### src/rtl/idma_axi_read_issue_tracker.sv
// Read-side issue stage for the iDMA backend: registers legalized AR beats toward AXI,
// queues matching datapath descriptors in order, and bounds bursts in flight by R-last.
module idma_axi_read_issue_tracker #(
    parameter int unsigned NumOutstanding = 4,
    parameter type         ar_chan_t      = logic,
    parameter type         r_dp_req_t     = logic,
    localparam int unsigned CntW          = $clog2(NumOutstanding + 1)
) (
    input  logic            clk_i,
    input  logic            rst_ni,
    // All handshakes: a transfer happens on a rising edge where valid & ready are both high;
    // valid never waits on ready, payload is held while valid & !ready, ready may be comb.
    input  ar_chan_t        req_ar_i,
    input  r_dp_req_t       req_dp_i,
    input  logic            req_valid_i,
    output logic            req_ready_o,
    output ar_chan_t        ar_o,
    output logic            ar_valid_o,
    input  logic            ar_ready_i,
    output r_dp_req_t       dp_o,
    output logic            dp_valid_o,
    input  logic            dp_ready_i,
    input  logic            r_valid_i,
    input  logic            r_ready_i,
    input  logic            r_last_i,
    input  logic [1:0]      r_resp_i,
    output logic            busy_o,
    output logic            err_o,
    output logic [CntW-1:0] outstanding_o
);

    localparam int unsigned PtrW = (NumOutstanding > 1) ? $clog2(NumOutstanding) : 1;
    localparam logic [CntW-1:0] MaxCnt = CntW'(NumOutstanding);
    localparam logic [PtrW-1:0] LastPtr = PtrW'(NumOutstanding - 1);

    ar_chan_t        ar_q, ar_d;
    logic            ar_valid_q, ar_valid_d;
    r_dp_req_t       mem_q [NumOutstanding];
    r_dp_req_t       mem_d [NumOutstanding];
    logic [PtrW-1:0] wr_ptr_q, wr_ptr_d;
    logic [PtrW-1:0] rd_ptr_q, rd_ptr_d;
    logic [CntW-1:0] fill_q, fill_d;
    logic [CntW-1:0] outstanding_q, outstanding_d;
    logic            err_q, err_d;

    logic fifo_full, fifo_empty;
    logic accept, pop, r_hs, complete;
    logic unused_resp;

    assign unused_resp = r_resp_i[0];

    function automatic logic [PtrW-1:0] ptr_inc(input logic [PtrW-1:0] p);
        return (p == LastPtr) ? '0 : p + 1'b1;
    endfunction

    always_comb begin
        fifo_full   = (fill_q == MaxCnt);
        fifo_empty  = (fill_q == '0);
        // Throttle on accepted (not issued) bursts so the descriptor FIFO can never overrun.
        req_ready_o = (!ar_valid_q | ar_ready_i) & !fifo_full & (outstanding_q < MaxCnt);
        accept      = req_valid_i & req_ready_o;
        pop         = !fifo_empty & dp_ready_i;
        r_hs        = r_valid_i & r_ready_i;
        complete    = r_hs & r_last_i & (outstanding_q != '0);
    end

    always_comb begin
        ar_d       = ar_q;
        ar_valid_d = ar_valid_q;
        if (accept) begin
            ar_d       = req_ar_i;
            ar_valid_d = 1'b1;
        end else if (ar_valid_q && ar_ready_i) begin
            ar_d       = '0;
            ar_valid_d = 1'b0;
        end
    end

    always_comb begin
        mem_d    = mem_q;
        wr_ptr_d = wr_ptr_q;
        rd_ptr_d = rd_ptr_q;
        fill_d   = fill_q;
        if (accept) begin
            mem_d[wr_ptr_q] = req_dp_i;
            wr_ptr_d        = ptr_inc(wr_ptr_q);
        end
        if (pop) begin
            rd_ptr_d = ptr_inc(rd_ptr_q);
        end
        case ({accept, pop})
            2'b10:   fill_d = fill_q + 1'b1;
            2'b01:   fill_d = fill_q - 1'b1;
            default: fill_d = fill_q;
        endcase
    end

    always_comb begin
        outstanding_d = outstanding_q;
        case ({accept, complete})
            2'b10:   outstanding_d = outstanding_q + 1'b1;
            2'b01:   outstanding_d = outstanding_q - 1'b1;
            default: outstanding_d = outstanding_q;
        endcase
        // Any error response flags, not just the last beat of a burst.
        err_d = r_hs & r_resp_i[1];
    end

    always_ff @(posedge clk_i or negedge rst_ni) begin
        if (!rst_ni) begin
            ar_q          <= '0;
            ar_valid_q    <= 1'b0;
            mem_q         <= '{default: '0};
            wr_ptr_q      <= '0;
            rd_ptr_q      <= '0;
            fill_q        <= '0;
            outstanding_q <= '0;
            err_q         <= 1'b0;
        end else begin
            ar_q          <= ar_d;
            ar_valid_q    <= ar_valid_d;
            mem_q         <= mem_d;
            wr_ptr_q      <= wr_ptr_d;
            rd_ptr_q      <= rd_ptr_d;
            fill_q        <= fill_d;
            outstanding_q <= outstanding_d;
            err_q         <= err_d;
        end
    end

    always_comb begin
        ar_o          = ar_q;
        ar_valid_o    = ar_valid_q;
        dp_valid_o    = !fifo_empty;
        dp_o          = fifo_empty ? '0 : mem_q[rd_ptr_q];
        busy_o        = ar_valid_q | (outstanding_q != '0);
        err_o         = err_q;
        outstanding_o = outstanding_q;
    end

    a_ar_stable : assert property (@(posedge clk_i) disable iff (!rst_ni)
        (ar_valid_o && !ar_ready_i) |=> $stable(ar_o));

    a_no_spurious_completion : assert property (@(posedge clk_i) disable iff (!rst_ni)
        (r_valid_i && r_ready_i && r_last_i) |-> (outstanding_q != '0));

    a_no_pop_when_empty : assert property (@(posedge clk_i) disable iff (!rst_ni)
        pop |-> !fifo_empty);

    a_fill_bounded : assert property (@(posedge clk_i) disable iff (!rst_ni)
        fill_q <= MaxCnt);

endmodule

### config.mk
export PLATFORM = sky130hd
export DESIGN_NAME = idma_axi_read_issue_tracker
export DESIGN_NICKNAME = d
export VERILOG_FILES = /design/src/rtl/idma_axi_read_issue_tracker.sv
export SDC_FILE = /design/constraint.sdc
export NUM_CORES = 1
export LEC_CHECK = 0
export BUFFER_PORTS_ARGS = -buffer_cell sky130_fd_sc_hd__buf_4
export CAP_MARGIN = 0
export CORE_AREA = 5 5 45 75
export DETAILED_ROUTE_END_ITERATION = 6
export DIE_AREA = 0 0 50 80
export MAX_ROUTING_LAYER = met4
export PLACE_DENSITY_LB_ADDON = 0.05
export SLEW_MARGIN = 30
export SYNTH_ARGS = -nofsm -noshare
export SYNTH_HDL_FRONTEND = slang
export SYNTH_SLANG_ARGS = --single-unit
export TNS_END_PERCENT = 50
### constraint.sdc
create_clock -name clk_i -period 1.89 [get_ports clk_i]
set_input_delay 0.2835 -clock clk_i [delete_from_list [all_inputs] [get_ports clk_i]]
set_output_delay 0.2835 -clock clk_i [all_outputs]
set_load 0.005 [all_outputs]
==> results of run 1 <==
-- power breakdown --
group	internal [uW]	leakage [uW]	switching [uW]
Combinational	663	0.000418	438
Sequential	548	0.000204	141
Clock	146	0.0000255	123
-- state kept, by name (all words and copies together) (netlist names) --
register and count:
wr_ptr_q 2, mem_q 4, err_o 1, ar_valid_o 1
rd_ptr_q 2, fill_q 3, outstanding_o 3, ar_o 1
-- repair_timing --
action | in CTS | in global routing
setup endpoints to repair | 2 | 3
hold endpoints to repair | 17 | 0
hold buffers | 1 | 0
gates resized for setup | 2 | 1
pin swaps | 3 | 0
setup buffers | 0 | 0
-- layer usage --
layer / up-vias / global-route usage [%]
met5: - / -
met1: 329 / 11.7
met2: 13 / 19.9
met3: 4 / 2.24
li1: 326 / -
met4: 0 / 3.94
-- metrics by stage --
step / instances / power, uW / util [%]
after global routing: 139 / 2270 / 48.1
after CTS: 139 / 2100 / 48.0
final: 139 / 2060 / 48.1
after global placement: 134 / 1790 / 45.9
after detailed placement: 134 / 1810 / 45.9
after floorplan: 77 / 1350 / -
-- logic make-up after synthesis --
| family | after synthesis |
|---|---|
| DFF | 17 |
| buffers and inverters | 10 |
| xor gates and xnor gates | 6 |
| and+or+nand+nor | 22 |
| muxes | 12 |
| adders and majority gates | 9 |
| AOI/OAI and AO/OA | 1 |
-- cell usage after synthesis, drive strengths merged --
master | number | area (um^2)
a21boi | 1 | 7.51
and2 | 1 | 6.26
and2b | 1 | 7.51
and3 | 1 | 6.26
and3b | 1 | 8.76
buf | 1 | 11.3
dfrtp | 17 | 425
fa | 2 | 40.0
ha | 7 | 87.6
inv | 9 | 33.8
mux2 | 9 | 113
mux2i | 2 | 20.0
mux4 | 1 | 22.5
nand2 | 2 | 7.51
nand2b | 2 | 12.5
nand3 | 2 | 22.5
nand4 | 4 | 25.0
nor2 | 5 | 18.8
nor3 | 1 | 5.00
or3 | 1 | 6.26
or3b | 1 | 8.76
xnor2 | 2 | 17.5
xor2 | 4 | 35.0
-- worst reg2reg max path, stage by stage, from the launching register on --
cell and delay (ns):
dfrtp_1 0.39, or3b_4 0.42, nand3_4 0.10, ha_4 0.14
inv_2 0.03, fa_2 0.32, xor2_1 0.15, nor2_1 0.12
xor2_1 0.15
-- layout make-up --
| class | instances | area, um^2 |
|---|---|---|
| fill | 259 | 1400 |
| multi-input combinational | 50 | 513 |
| sequential | 17 | 425 |
| timing repair buffer | 32 | 243 |
| clock buffer | 3 | 41.3 |
| inverter | 9 | 33.8 |
| tap | 27 | 33.8 |
| clock inverter | 1 | 5.00 |
-- final timing paths --
| kind | startpoint | endpoint | slack, ns | cells past startpoint |
|---|---|---|---|---|
| min reg2reg | mem_q[3] | mem_q[3] | 0.49 | 1 |
| max in group asynchronous | rst_ni | outstanding_o[1] | 1.26 | 2 |
| max reg2reg | fill_q[1] | outstanding_o[2] | -0.01 | 8 |
| min | req_dp_i | mem_q[2] | 0.27 | 2 |
| min in group asynchronous | rst_ni | rd_ptr_q[1] | 0.43 | 2 |
| max | fill_q[1] | outstanding_o[2] | -0.01 | 8 |
==> summary.md, run 1 <==
| Metric | Value |
|---|---|
| Status | `finished, violations left` |
| Failing checks | `negative setup slack` |
| Clock buffer count from CTS | `3` |
| Mux contribution to synthesized area | `around 16%` |
| Cell Area, Synth | `948 um^2` |
| Arr. time, crit path | `2.08 ns` |
| Worst EP required | `2.07 ns` |
| Dpl cell area | `between 0.001 and 0.0015 mm^2` |
| I/O pin total | `22` |
| Leak | `between 0.0006 and 0.0007 uW` |
| DR iter-0 viols | `7` |
| Drt total wl | `approximately 1900 um` |
| Dpl hpwl | `1560 um` |
| Cells after Synth | `77` |
| Most frequent cells in the layout | `buf_4 (31), dfrtp_1 (17), inv_1 (8)` |
| Clk root buf | `clkbuf_8` |
| First-pass GRT wire length | `3320 um` |
| Post-route DRC | `0` |
| Clk_lat worst skew | `0.25 ns` |
| Largest net degree at the start of global routing | `18` |
| Mapped Nets | `98` |
| Cell Chain, Critical Path | `or3b_4 -> nand3_4 -> ha_4 -> inv_2 -> fa_2 -> xor2_1 -> nor2_1 -> xor2_1` |
| Max-slew violations | `0` |
| Critical path class | `flop to flop` |
| Worst path buffer plus inverter count | `1` |
| Largest family of logic cells by synthesized area | `multiplexers` |
| Hold Worst Slack | `0.266 ns` |
| Gr ovfl total | `0` |
| Clock Skews | `between 0.004 and 0.005 ns` |
| Chip height | `80 um` |
| Post-DRT Antenna Nets | `0` |
| Hold Fails Final Rpt | `0` |
| CP most frequent cell | `xor2_1` |
| Clk pin slew, worst setup/hold paths | `0.07 ns` |
| Wire length on met3 | `60 um` |
| CP Launch Type | `flop` |
| Synth unique cells | `25` |
| CP top delay family | `simple AND/OR/NAND/NOR gates` |
| Worst IR drop on VDD | `757 uV` |
| Via/cell ratio | `4.83` |
| Vias in the first global route | `roughly 730` |
| Share of cells above drive strength 1 | `42.0%` |
| Syn-to-layout area delta | `36.5%` |
| Most common cell after layout, fill and taps aside | `buf_4` |
| Total GRT Usage | `11.1%` |
| Num Clock Sinks | `17` |
| Max transition margin | `81.2%` |
| Initial antenna violation count | `0` |
| M1 WL | `680 um` |
| Diodes inserted | `0` |
| Longest Clk Path Bufs | `2` |
| Wire length per cell | `roughly 13 um` |
| Simple logic cell fraction of the synthesized area | `14.2%` |
| Row count | `25` |
| Sequential share of the synthesized area | `44.9%` |
| Max-cap viol count | `0` |
| RSZ-0062 raised after global routing | `yes` |
| Synthesis warning total | `0` |
| Min-delay worst type | `input port to flop` |
| CORE AREA | `0.00269 mm^2` |
| Total negative slack | `-0.0221 ns` |
| Compound-gate portion of the synthesized area | `0.792%` |
| Initial Utilization | `a little over a third` |
| Post-synthesis average cell area | `12.3 um^2` |
| CTS H-tree depth | `1` |
| Die ar. | `0.00400 mm^2` |
| CP max FO | `3` |
| Synth Area in Adders | `13.5%` |
| Biggest cell delay along the critical path | `about 0.42 ns` |
| Design Area, Final | `0.00129 mm^2` |
| Critical path's slowest cell | `or3b_4` |
| Met2 WL | `1090 um` |
| TritonRoute pass-1 iters | `3` |
| Gpl congestion | `0.715` |
| Min cycle time layout | `1.90 ns` |
| FF+latch count, synth | `17` |
| Min setup slack post-route | `-0.0130 ns` |
| Port Buffers | `20` |
| Period utilization | `101%` |
| Finish-stage setup viols | `2` |
| Fmax | `0.525 GHz` |
| Vias post-DR | `672` |
| Worst setup EP type | `flop` |
| Die width | `50 um` |
| CTS tree | `built` |
| Uppermost layer routed | `met4` |
| Pre-CTS setup slack | `-0.0615 ns` |
| Slew @ Worst Pin | `0.280 ns` |
| Fin nets | `about 130` |
| Xor/xnor share of the synthesized area | `5.54%` |
| Pwr Density | `between 1500 and 2000 mW/mm^2` |
No activity file was read; power rests on OpenSTA's default activity.
==> run 2, diff against run 1 <==
RECOVER_POWER = 100   (was unset)
==> run 2 against run 1 <==
Compared with the run above:
- the flow still finishes with violations (negative setup slack)
- critical endpoint unchanged
- hold slack is essentially flat
- final area shrank 0.29%
- critical path depth is the same
- critical path type unchanged
- utilization shrank 0.14 points
==> summary.md, run 2 (synthesized netlist as in run 1, its figures left out) <==
| Metric | Value |
|---|---|
| Worst setup EP type | `flop` |
| I/O pin total | `22` |
| Max FFs per register | `4` |
| Fin nets | `between 100 and 150` |
| Status | `finished, violations left` |
| Row count | `25` |
| CORE AREA | `approximately 0.0027 mm^2` |
| Vias post-DR | `672` |
| Design Area, Final | `approximately 0.0013 mm^2` |
| Dpl hpwl | `1560 um` |
| Post-route DRC | `0` |
| CTS H-tree depth | `1` |
| Worst EP required | `2.07 ns` |
| Slew @ Worst Pin | `between 0.9 and 1 ns` |
| Worst IR drop on VDD | `757 uV` |
| Failing checks | `negative setup slack` |
| Min cycle time layout | `between 1.5 and 2 ns` |
| Share of cells above drive strength 1 | `between 40% and 50%` |
| Max-slew violations | `0` |
| Initial Utilization | `35.3%` |
| Num Clock Sinks | `17` |
| Post-DRT Antenna Nets | `0` |
| Wire length per cell | `13.4 um` |
| Leak | `0.000643 uW` |
| Fmax | `0.525 GHz` |
| Arr. time, crit path | `2.08 ns` |
| Clk root buf | `clkbuf_8` |
| Diodes inserted | `0` |
| Die width | `about 50 um` |
| Gr ovfl total | `0` |
| Pwr Density | `1590 mW/mm^2` |
| TritonRoute pass-1 iters | `3` |
| Largest net degree at the start of global routing | `18` |
| Min setup slack post-route | `-0.0130 ns` |
| Min-delay worst type | `input port to flop` |
| Worst path buffer plus inverter count | `1` |
| Final core utilization | `48.0%` |
| Biggest cell delay along the critical path | `0.42 ns` |
| Critical path class | `flop to flop` |
| Port Buffers | `20` |
| Syn-to-layout area delta | `36.1%` |
| Max transition margin | `36.9%` |
| Initial antenna violation count | `0` |
| Hold Fails Final Rpt | `0` |
| Most common cell after layout, fill and taps aside | `buf_4` |
| Final cell count without fillers | `~140` |
| Most frequent cells in the layout | `buf_4 (26), dfrtp_1 (17), inv_1 (8)` |
| Chip height | `80 um` |
| Gpl congestion | `approximately 0.7` |
| Period utilization | `101%` |
| Drt total wl | `1860 um` |
| Longest Clk Path Bufs | `2` |
| Max-cap viol count | `0` |
| First-pass GRT wire length | `3320 um` |
| Clock Skews | `0.00485 ns` |
| Dpl cell area | `approximately 0.0012 mm^2` |
| Die ar. | `0.00400 mm^2` |
| CP top delay family | `simple AND/OR/NAND/NOR gates` |
| Post-CTS setup buffer count | `0` |
| RSZ-0062 raised after global routing | `yes` |
| CTS tree | `built` |
| Via/cell ratio | `4.83` |
| CP most frequent cell | `xor2_1` |
| DR iter-0 viols | `7` |
| Clock buffer count from CTS | `3` |
| Clk pin slew, worst setup/hold paths | `roughly 0.07 ns` |
| Total GRT Usage | `11.1%` |
| CP Launch Type | `flop` |
| Finish-stage setup viols | `2` |
| CP max FO | `3` |
| Cell Chain, Critical Path | `or3b_4 -> nand3_4 -> ha_4 -> inv_2 -> fa_2 -> xor2_1 -> nor2_1 -> xor2_1` |
| Placed cells | `134` |
| Clk_lat worst skew | `0.25 ns` |
| Critical path's slowest cell | `or3b_4` |
| Largest Register | `mem_q` |
| Vias in the first global route | `734` |
## run 2: metrics by stage
stage | setup slack [ns] | setup TNS, ns | hold WS [ns] | power (uW)
after floorplan | -0.0779 | -0.155 | -0.0121 | 1350
after global placement | -0.0569 | -0.0963 | 0.166 | 1790
after detailed placement | -0.0615 | -0.114 | 0.166 | 1810
after CTS | -0.0333 | -0.0626 | 0.266 | 2100
after global routing | -0.178 | -0.370 | 0.259 | 2270
final | -0.0130 | -0.0221 | 0.266 | 2060
## run 2: area by class of cell
type | count | area, um^2
clock buffers | 3 | 41.3
fillers | 258 | 1400
repair buffers | 32 | 239
well taps | 27 | 33.8
inverters | 9 | 33.8
flip-flops and latches | 17 | 425
multi-input cells | 50 | 513
clock inverters | 1 | 5.00
## run 2: final timing paths
kind / from / end / slack, ns / cells past startpoint
setup reg to reg: fill_q[1] / outstanding_o[2] / -0.01 / 8
hold / removal: req_dp_i / mem_q[2] / 0.27 / 2
max in group asynchronous: rst_ni / outstanding_o[1] / 0.62 / 2
setup / recovery: fill_q[1] / outstanding_o[2] / -0.01 / 8
min in group asynchronous: rst_ni / rd_ptr_q[1] / 0.69 / 2
hold reg to reg: mem_q[3] / mem_q[3] / 0.49 / 1
## run 2: where the power goes
group	switching [uW]	total (uW)	internal, uW	leakage, uW
combinational	439	1100	660	0.000413
sequential	140	688	548	0.000204
clock	123	269	146	0.0000255
## run 2: routing by layer
metal	up-vias	part of all wire (%)	track usage (%)
met4	0	1.9	3.94
li1	326	-	-
met5	-	0	-
met1	329	36	11.7
met2	13	58	19.9
met3	4	3.2	2.24
## run 2: repair_timing
action / 4_1_cts / 5_1_grt
endpoints found under the hold margin: 17 / 0
endpoints found under the setup margin: 2 / 3
pin swaps: 3 / 0
hold buffers: 1 / 0
resized for setup: 2 / 1
